[config.mk]
export PLATFORM = sky130hd
export DESIGN_NAME = alu_issue_ctrl_flat
export DESIGN_NICKNAME = d
export VERILOG_FILES = /design/src/rtl/alu_pkg.sv /design/src/rtl/alu_issue_ctrl_if.sv /design/src/rtl/rr_arbiter2.sv /design/src/rtl/alu_issue_ctrl.sv /design/src/flat_wrapper.sv
export SDC_FILE = /design/constraint.sdc
export NUM_CORES = 1
export LEC_CHECK = 0
export ABC_AREA = 1
export CORE_MARGIN = 10
export CORE_UTILIZATION = 43
export DETAILED_ROUTE_END_ITERATION = 10
export MAX_ROUTING_LAYER = met4
export PLACE_DENSITY = 0.87
export SETUP_SLACK_MARGIN = 0.1
export SYNTH_ARGS = -nofsm -noshare
export SYNTH_HDL_FRONTEND = slang
export SYNTH_SLANG_ARGS = --single-unit
[constraint.sdc]
create_clock -name clk -period 4.15 [get_ports clk]
set_input_delay 1.245 -clock clk [delete_from_list [all_inputs] [get_ports clk]]
set_output_delay 1.245 -clock clk [all_outputs]
set_load 0.03 [all_outputs]
[src/rtl/alu_pkg.sv]
// Shared definitions for the ALU issue controller: opcode encodings, FSM states
// and the opcode legality check.
package alu_pkg;

    localparam int unsigned OP_W = 5;

    localparam logic [OP_W-1:0] OP_ADD = 5'd0;
    localparam logic [OP_W-1:0] OP_SUB = 5'd1;

    typedef enum logic [1:0] {
        ST_IDLE,
        ST_EXEC,
        ST_RESP
    } state_e;

    function automatic logic op_is_legal(input logic [OP_W-1:0] op, input int unsigned num_ops);
        return 32'(op) < num_ops;
    endfunction

endpackage

[src/rtl/alu_issue_ctrl_if.sv]
// Request, ALU and response channels of the ALU issue controller.
// slave = controller view, master = requesters/ALU/consumer view.
interface alu_issue_ctrl_if #(
    parameter int unsigned WIDTH = 32
);
    import alu_pkg::*;

    logic             req0_valid;
    logic             req0_ready;
    logic [OP_W-1:0]  req0_op;
    logic [WIDTH-1:0] req0_a;
    logic [WIDTH-1:0] req0_b;

    logic             req1_valid;
    logic             req1_ready;
    logic [OP_W-1:0]  req1_op;
    logic [WIDTH-1:0] req1_a;
    logic [WIDTH-1:0] req1_b;

    logic [OP_W-1:0]  alu_op;
    logic [WIDTH-1:0] alu_a;
    logic [WIDTH-1:0] alu_b;
    logic [WIDTH-1:0] alu_result;
    logic             alu_ovf;

    logic             rsp_valid;
    logic             rsp_ready;
    logic             rsp_id;
    logic [WIDTH-1:0] rsp_result;
    logic             rsp_ovf;
    logic             rsp_err;

    modport slave (
        input  req0_valid, req0_op, req0_a, req0_b,
        output req0_ready,
        input  req1_valid, req1_op, req1_a, req1_b,
        output req1_ready,
        output alu_op, alu_a, alu_b,
        input  alu_result, alu_ovf,
        output rsp_valid, rsp_id, rsp_result, rsp_ovf, rsp_err,
        input  rsp_ready
    );

    modport master (
        output req0_valid, req0_op, req0_a, req0_b,
        input  req0_ready,
        output req1_valid, req1_op, req1_a, req1_b,
        input  req1_ready,
        input  alu_op, alu_a, alu_b,
        output alu_result, alu_ovf,
        input  rsp_valid, rsp_id, rsp_result, rsp_ovf, rsp_err,
        output rsp_ready
    );

endinterface

[src/rtl/rr_arbiter2.sv]
// Two-way round-robin grant. ptr is the last granted requester; on contention
// the other one wins. Pointer storage/update belongs to the caller.
module rr_arbiter2 (
    input  logic [1:0] valid,
    input  logic       ptr,
    output logic [1:0] grant
);

    always_comb begin
        grant = '0;
        unique case (valid)
            2'b01:   grant = 2'b01;
            2'b10:   grant = 2'b10;
            2'b11:   grant = ptr ? 2'b01 : 2'b10;
            default: grant = '0;
        endcase
    end

endmodule

[src/rtl/alu_issue_ctrl.sv]
// Shares one external adder/subtractor between two requesters: arbitrates,
// holds operands for EXEC_CYCLES, captures the result and returns it tagged.
module alu_issue_ctrl
    import alu_pkg::*;
#(
    parameter int unsigned WIDTH       = 32,
    parameter int unsigned EXEC_CYCLES = 1,
    parameter int unsigned NUM_OPS     = 2
) (
    input  logic             clk,
    input  logic             rst_n,
    alu_issue_ctrl_if.slave  bus
);

    localparam int unsigned          CNT_W    = $clog2(EXEC_CYCLES + 1);
    localparam logic [CNT_W-1:0]     CNT_LAST = CNT_W'(EXEC_CYCLES - 1);

    state_e           state_q, state_d;
    logic [CNT_W-1:0] cnt_q, cnt_d;
    logic             rr_ptr_q, rr_ptr_d;
    logic [OP_W-1:0]  alu_op_q, alu_op_d;
    logic [WIDTH-1:0] alu_a_q, alu_a_d;
    logic [WIDTH-1:0] alu_b_q, alu_b_d;
    logic             rsp_valid_q, rsp_valid_d;
    logic             rsp_id_q, rsp_id_d;
    logic [WIDTH-1:0] rsp_result_q, rsp_result_d;
    logic             rsp_ovf_q, rsp_ovf_d;
    logic             rsp_err_q, rsp_err_d;

    logic [1:0]       req_valid;
    logic [1:0]       grant;
    logic [1:0]       accept;
    logic             sel;
    logic [OP_W-1:0]  sel_op;
    logic [WIDTH-1:0] sel_a;
    logic [WIDTH-1:0] sel_b;

    assign req_valid = {bus.req1_valid, bus.req0_valid};

    rr_arbiter2 u_arb (
        .valid (req_valid),
        .ptr   (rr_ptr_q),
        .grant (grant)
    );

    always_comb begin
        accept = (state_q == ST_IDLE) ? grant : '0;
        sel    = accept[1];
        sel_op = sel ? bus.req1_op : bus.req0_op;
        sel_a  = sel ? bus.req1_a  : bus.req0_a;
        sel_b  = sel ? bus.req1_b  : bus.req0_b;
    end

    always_comb begin
        state_d      = state_q;
        cnt_d        = cnt_q;
        rr_ptr_d     = rr_ptr_q;
        alu_op_d     = alu_op_q;
        alu_a_d      = alu_a_q;
        alu_b_d      = alu_b_q;
        rsp_valid_d  = rsp_valid_q;
        rsp_id_d     = rsp_id_q;
        rsp_result_d = rsp_result_q;
        rsp_ovf_d    = rsp_ovf_q;
        rsp_err_d    = rsp_err_q;

        unique case (state_q)
            ST_IDLE: begin
                if (|accept) begin
                    rr_ptr_d = sel;
                    rsp_id_d = sel;
                    // Illegal opcodes never reach the ALU, so its inputs keep the last legal op.
                    if (op_is_legal(sel_op, NUM_OPS)) begin
                        alu_op_d = sel_op;
                        alu_a_d  = sel_a;
                        alu_b_d  = sel_b;
                        cnt_d    = '0;
                        state_d  = ST_EXEC;
                    end else begin
                        rsp_result_d = '0;
                        rsp_ovf_d    = 1'b0;
                        rsp_err_d    = 1'b1;
                        rsp_valid_d  = 1'b1;
                        state_d      = ST_RESP;
                    end
                end
            end
            ST_EXEC: begin
                if (cnt_q == CNT_LAST) begin
                    rsp_result_d = bus.alu_result;
                    rsp_ovf_d    = bus.alu_ovf;
                    rsp_err_d    = 1'b0;
                    rsp_valid_d  = 1'b1;
                    cnt_d        = '0;
                    state_d      = ST_RESP;
                end else begin
                    cnt_d = cnt_q + 1'b1;
                end
            end
            ST_RESP: begin
                if (bus.rsp_ready) begin
                    rsp_valid_d = 1'b0;
                    state_d     = ST_IDLE;
                end
            end
            default: state_d = ST_IDLE;
        endcase
    end

    always_ff @(posedge clk or negedge rst_n) begin
        if (!rst_n) begin
            state_q      <= ST_IDLE;
            cnt_q        <= '0;
            rr_ptr_q     <= 1'b1;
            alu_op_q     <= OP_ADD;
            alu_a_q      <= '0;
            alu_b_q      <= '0;
            rsp_valid_q  <= 1'b0;
            rsp_id_q     <= 1'b0;
            rsp_result_q <= '0;
            rsp_ovf_q    <= 1'b0;
            rsp_err_q    <= 1'b0;
        end else begin
            state_q      <= state_d;
            cnt_q        <= cnt_d;
            rr_ptr_q     <= rr_ptr_d;
            alu_op_q     <= alu_op_d;
            alu_a_q      <= alu_a_d;
            alu_b_q      <= alu_b_d;
            rsp_valid_q  <= rsp_valid_d;
            rsp_id_q     <= rsp_id_d;
            rsp_result_q <= rsp_result_d;
            rsp_ovf_q    <= rsp_ovf_d;
            rsp_err_q    <= rsp_err_d;
        end
    end

    // Ready is combinational from the arbiter; masking with rst_n keeps it low while reset is held.
    always_comb begin
        bus.req0_ready = accept[0] & rst_n;
        bus.req1_ready = accept[1] & rst_n;
        bus.alu_op     = alu_op_q;
        bus.alu_a      = alu_a_q;
        bus.alu_b      = alu_b_q;
        bus.rsp_valid  = rsp_valid_q;
        bus.rsp_id     = rsp_id_q;
        bus.rsp_result = rsp_result_q;
        bus.rsp_ovf    = rsp_ovf_q;
        bus.rsp_err    = rsp_err_q;
    end

endmodule

[src/flat_wrapper.sv]
// flat-port wrapper written by rule: the top's interface ports become plain ports
module alu_issue_ctrl_flat import alu_pkg::*;
#(
    parameter int unsigned WIDTH       = 32,
    parameter int unsigned EXEC_CYCLES = 1,
    parameter int unsigned NUM_OPS     = 2
)
  (clk, rst_n, bus_req0_valid, bus_req0_op, bus_req0_a, bus_req0_b, bus_req0_ready, bus_req1_valid, bus_req1_op, bus_req1_a, bus_req1_b, bus_req1_ready, bus_alu_op, bus_alu_a, bus_alu_b, bus_alu_result, bus_alu_ovf, bus_rsp_valid, bus_rsp_id, bus_rsp_result, bus_rsp_ovf, bus_rsp_err, bus_rsp_ready);
  alu_issue_ctrl_if #(.WIDTH(WIDTH)) bus_i ();
  input  logic clk;
  input  logic rst_n;
  input wire logic [$bits(bus_i.req0_valid)-1:0] bus_req0_valid;
  input wire logic [$bits(bus_i.req0_op)-1:0] bus_req0_op;
  input wire logic [$bits(bus_i.req0_a)-1:0] bus_req0_a;
  input wire logic [$bits(bus_i.req0_b)-1:0] bus_req0_b;
  output wire logic [$bits(bus_i.req0_ready)-1:0] bus_req0_ready;
  input wire logic [$bits(bus_i.req1_valid)-1:0] bus_req1_valid;
  input wire logic [$bits(bus_i.req1_op)-1:0] bus_req1_op;
  input wire logic [$bits(bus_i.req1_a)-1:0] bus_req1_a;
  input wire logic [$bits(bus_i.req1_b)-1:0] bus_req1_b;
  output wire logic [$bits(bus_i.req1_ready)-1:0] bus_req1_ready;
  output wire logic [$bits(bus_i.alu_op)-1:0] bus_alu_op;
  output wire logic [$bits(bus_i.alu_a)-1:0] bus_alu_a;
  output wire logic [$bits(bus_i.alu_b)-1:0] bus_alu_b;
  input wire logic [$bits(bus_i.alu_result)-1:0] bus_alu_result;
  input wire logic [$bits(bus_i.alu_ovf)-1:0] bus_alu_ovf;
  output wire logic [$bits(bus_i.rsp_valid)-1:0] bus_rsp_valid;
  output wire logic [$bits(bus_i.rsp_id)-1:0] bus_rsp_id;
  output wire logic [$bits(bus_i.rsp_result)-1:0] bus_rsp_result;
  output wire logic [$bits(bus_i.rsp_ovf)-1:0] bus_rsp_ovf;
  output wire logic [$bits(bus_i.rsp_err)-1:0] bus_rsp_err;
  input wire logic [$bits(bus_i.rsp_ready)-1:0] bus_rsp_ready;
  assign bus_i.req0_valid = bus_req0_valid;
  assign bus_i.req0_op = bus_req0_op;
  assign bus_i.req0_a = bus_req0_a;
  assign bus_i.req0_b = bus_req0_b;
  assign bus_req0_ready = bus_i.req0_ready;
  assign bus_i.req1_valid = bus_req1_valid;
  assign bus_i.req1_op = bus_req1_op;
  assign bus_i.req1_a = bus_req1_a;
  assign bus_i.req1_b = bus_req1_b;
  assign bus_req1_ready = bus_i.req1_ready;
  assign bus_alu_op = bus_i.alu_op;
  assign bus_alu_a = bus_i.alu_a;
  assign bus_alu_b = bus_i.alu_b;
  assign bus_i.alu_result = bus_alu_result;
  assign bus_i.alu_ovf = bus_alu_ovf;
  assign bus_rsp_valid = bus_i.rsp_valid;
  assign bus_rsp_id = bus_i.rsp_id;
  assign bus_rsp_result = bus_i.rsp_result;
  assign bus_rsp_ovf = bus_i.rsp_ovf;
  assign bus_rsp_err = bus_i.rsp_err;
  assign bus_i.rsp_ready = bus_rsp_ready;
  alu_issue_ctrl #(.WIDTH(WIDTH), .EXEC_CYCLES(EXEC_CYCLES), .NUM_OPS(NUM_OPS)) u_core (.clk(clk), .rst_n(rst_n), .bus(bus_i));
endmodule
==> results_dict.tcl <==
set metrics [dict create \
    run_status "finished, final reports clean" \
    cts_tree "done" \
    syn_nets 886 \
    grt_max_degree 109 \
    fin_nets 1147 \
    ys_types 22 \
    vias 5342 \
    required_ns 2.90 \
    fin_tns_setup_ns 0 \
    maxSlewViolCount 0 \
    num_rows 40 \
    syn_to_final_growth_pct 59.79 \
    rrSetupSlack_ns 1.91 \
    synthArstFlopShare_pct 100.0 \
    maxCapViolCount 0 \
    dieWidth_um 130.9 \
    timing.fmax_mhz 260.2 \
    drive_above_1_share_pct 3.905 \
    avgSynthCellArea_sq_um 7.474 \
    portBuffers 282 \
    worstHoldStart "u_core.bus.rsp_result[26]$_DFFE_PN0P_" \
    whs_endpoint "u_core.bus.rsp_result[26]$_DFFE_PN0P_" \
    gp_congestion 0.8741 \
    hold_violations 0 \
    via_per_inst 4.770 \
    start_kind "input pin" \
    first_global_vias 5244 \
    root_buffer "clkbuf_16" \
    cts.sinks 108 \
    dpl_cell_area_sq_um 8157 \
    overflow 0 \
    hold_depth 2 \
    crit_fanout 3 \
    cts_hold_buf 0 \
    holdWs_ns 0.4747 \
    antenna_found_initial 0 \
    fin_area_sq_um 8443 \
    die_area_sq_um 17120 \
    wirelength_mm 18.05 \
    drt_iter0_drc 352 \
    slew_headroom_pct 46.68 \
    hold_class "reg -> reg" \
    arrival_ns 2.60 \
    synth_edf_count 0 \
    synth_seq_cells 108 \
    firstDrtPassIters 7 \
    wl_per_cell_um 16.12 \
    clockBufferDepth 2 \
    synth_cells 707 \
    seq_area_frac_synth_pct 51.17 \
    tightest_slew_ns 0.7998 \
    numCtsBuffers 9 \
    reg2reg_depth 9 \
    power.leakage_nw 4.132 \
    core_area_sq_um 12010 \
    setup_ws_ns 0.3073 \
    setup_viol 0 \
    synth_top_area_share_pct 50.67 \
    track_usage_pct 21.01 \
    ant_nets 0 \
    clk_pin_slew_ns 0.08 \
    end_kind "output pin" \
    cts-resized-gates 0 \
    final_util_pct 70.29 \
    start_util_pct 43.99 \
    hpwl_mm 13.88 \
    yosys.area.top_type "dfrtp_1" \
    ios 283 \
    grt_setup_unrepaired "false" \
    postCtsSetupBuffers 0 \
    grt_pass1_wl_mm 27.30 \
    synthMostInstantiatedCell "nand2_1" \
    preCtsSetupSlack_ns 0.3294 \
    drcViolationCount 0 \
    yosysWarnings 0 \
    min_period_over_period_pct 92.59 \
    fp.dieH_um 130.9 \
    synth_area_leaders "dfrtp_1 (51%), nand2_1 (24%), inv_1 (6.2%), o21ai_1 (4.8%), nand4_1 (4.1%)" \
    cts-htree-levels 3 \
    fin_worst_skew_ns 0.009396 \
    synth_common_cells "nand2_1 (343), dfrtp_1 (107), inv_1 (87)" \
    min_period_ns 3.843 \
    synthesis.area_sq_um 5284 \
    setup.worst_path.class "in -> out" \
    synthFlopType "dfrtp_1" \
    timing.rr.start "u_core.state_q[0]$_DFFE_PN0P_" \
    reg2reg_to "u_core.bus.rsp_result[13]$_DFFE_PN0P_" \
    p_per_area_nw_per_um2 628.2 \
    peakVddDrop_v 0.0004147 \
    diodes 0 \
    clock_latency_ns 0.35 \
]
stage by stage:
step,total power [mW],cells
floorplan,3.219,707
global placement,4.445,1104
detailed placement,4.512,1104
CTS,5.364,1120
global route,5.619,1120
finish,5.304,1120
cell families (layout without fill, tap and decap cells):
| family | Yosys count | in the layout | synth area share (%) |
|---|---|---|---|
| simple gates | 391 | 391 | 29.79 |
| buf+inv | 131 | 397 | 10.84 |
| flops | 108 | 108 | 51.17 |
| compound gates | 74 | 74 | 7.483 |
| fa+ha+maj | 3 | 3 | 0.7105 |
power breakdown:
part	leakage [nW]	switching [mW]	internal, mW
Sequential	1.35	0.224	1.45
Combinational	2.64	1.69	1.10
Clock	0.134	0.418	0.417
Total	4.13	2.33	2.97
layer usage:
metal  vias up  global-route usage [%]  routed length, um
met4         0                   8.306                478
met3        30                   5.761               1304
met1      2419                   24.01               7444
li1       2695                       -                  -
met5         -                       -                  0
met2       198                   34.46               8823
critical path, cell delays in order:
cell and delay [ns]:
clkdlybuf4s50_1 0.54, inv_1 0.10, a2111oi_1 0.39, buf_4 0.20, buf_12 0.11
state kept, by name, indices dropped and copies added, names as in the netlist:
signal and cells:
u_core.bus.alu_b 32, u_core.bus.rsp_ovf 1, u_core.bus.rsp_err 1, u_core.bus.alu_a 32, u_core.bus.rsp_valid 1, u_core.bus.alu_op 5, u_core.state_q 2, u_core.rr_ptr_q 1
u_core.bus.rsp_id 1, u_core.bus.rsp_result 32
cell type report:
class                           count  area (sq um)
Clock buffer                        9         225.2
Multi-Input combinational cell    468          2016
Clock inverter                      7         61.31
Sequential cell                   108          2704
Tap cell                          147         183.9
Timing Repair Buffer              293          2923
Fill cell                         942          3568
Inverter                           88         330.3
worst max-delay path by stage:
stage	start	endpoint	slack, ns	depth (start not counted)
global route	bus_req0_valid	bus_req0_ready	0.23	5
detailed placement	bus_req0_valid	bus_req0_ready	0.33	5
finish	bus_req0_valid	bus_req0_ready	0.31	5
CTS	bus_req0_valid	bus_req0_ready	0.30	5
floorplan	bus_req0_valid	bus_req0_ready	0.43	2
global placement	bus_req0_valid	bus_req0_ready	0.31	5
cell usage in the layout (no fill, tap or decap), types with 2 or more instances in the layout:
cell type,count
nand3_1,3
clkinv_4,3
ha_1,3
inv_1,87
nand2_1,343
nand4_1,35
clkinvlp_4,2
nor2_1,7
o21ai_1,51
clkdlybuf4s50_1,279
dfrtp_1,107
buf_12,2
nand3_2,2
clkbuf_16,9
buf_4,12
o21ai_0,19
Note: power is estimated with default switching activity, not from simulation.
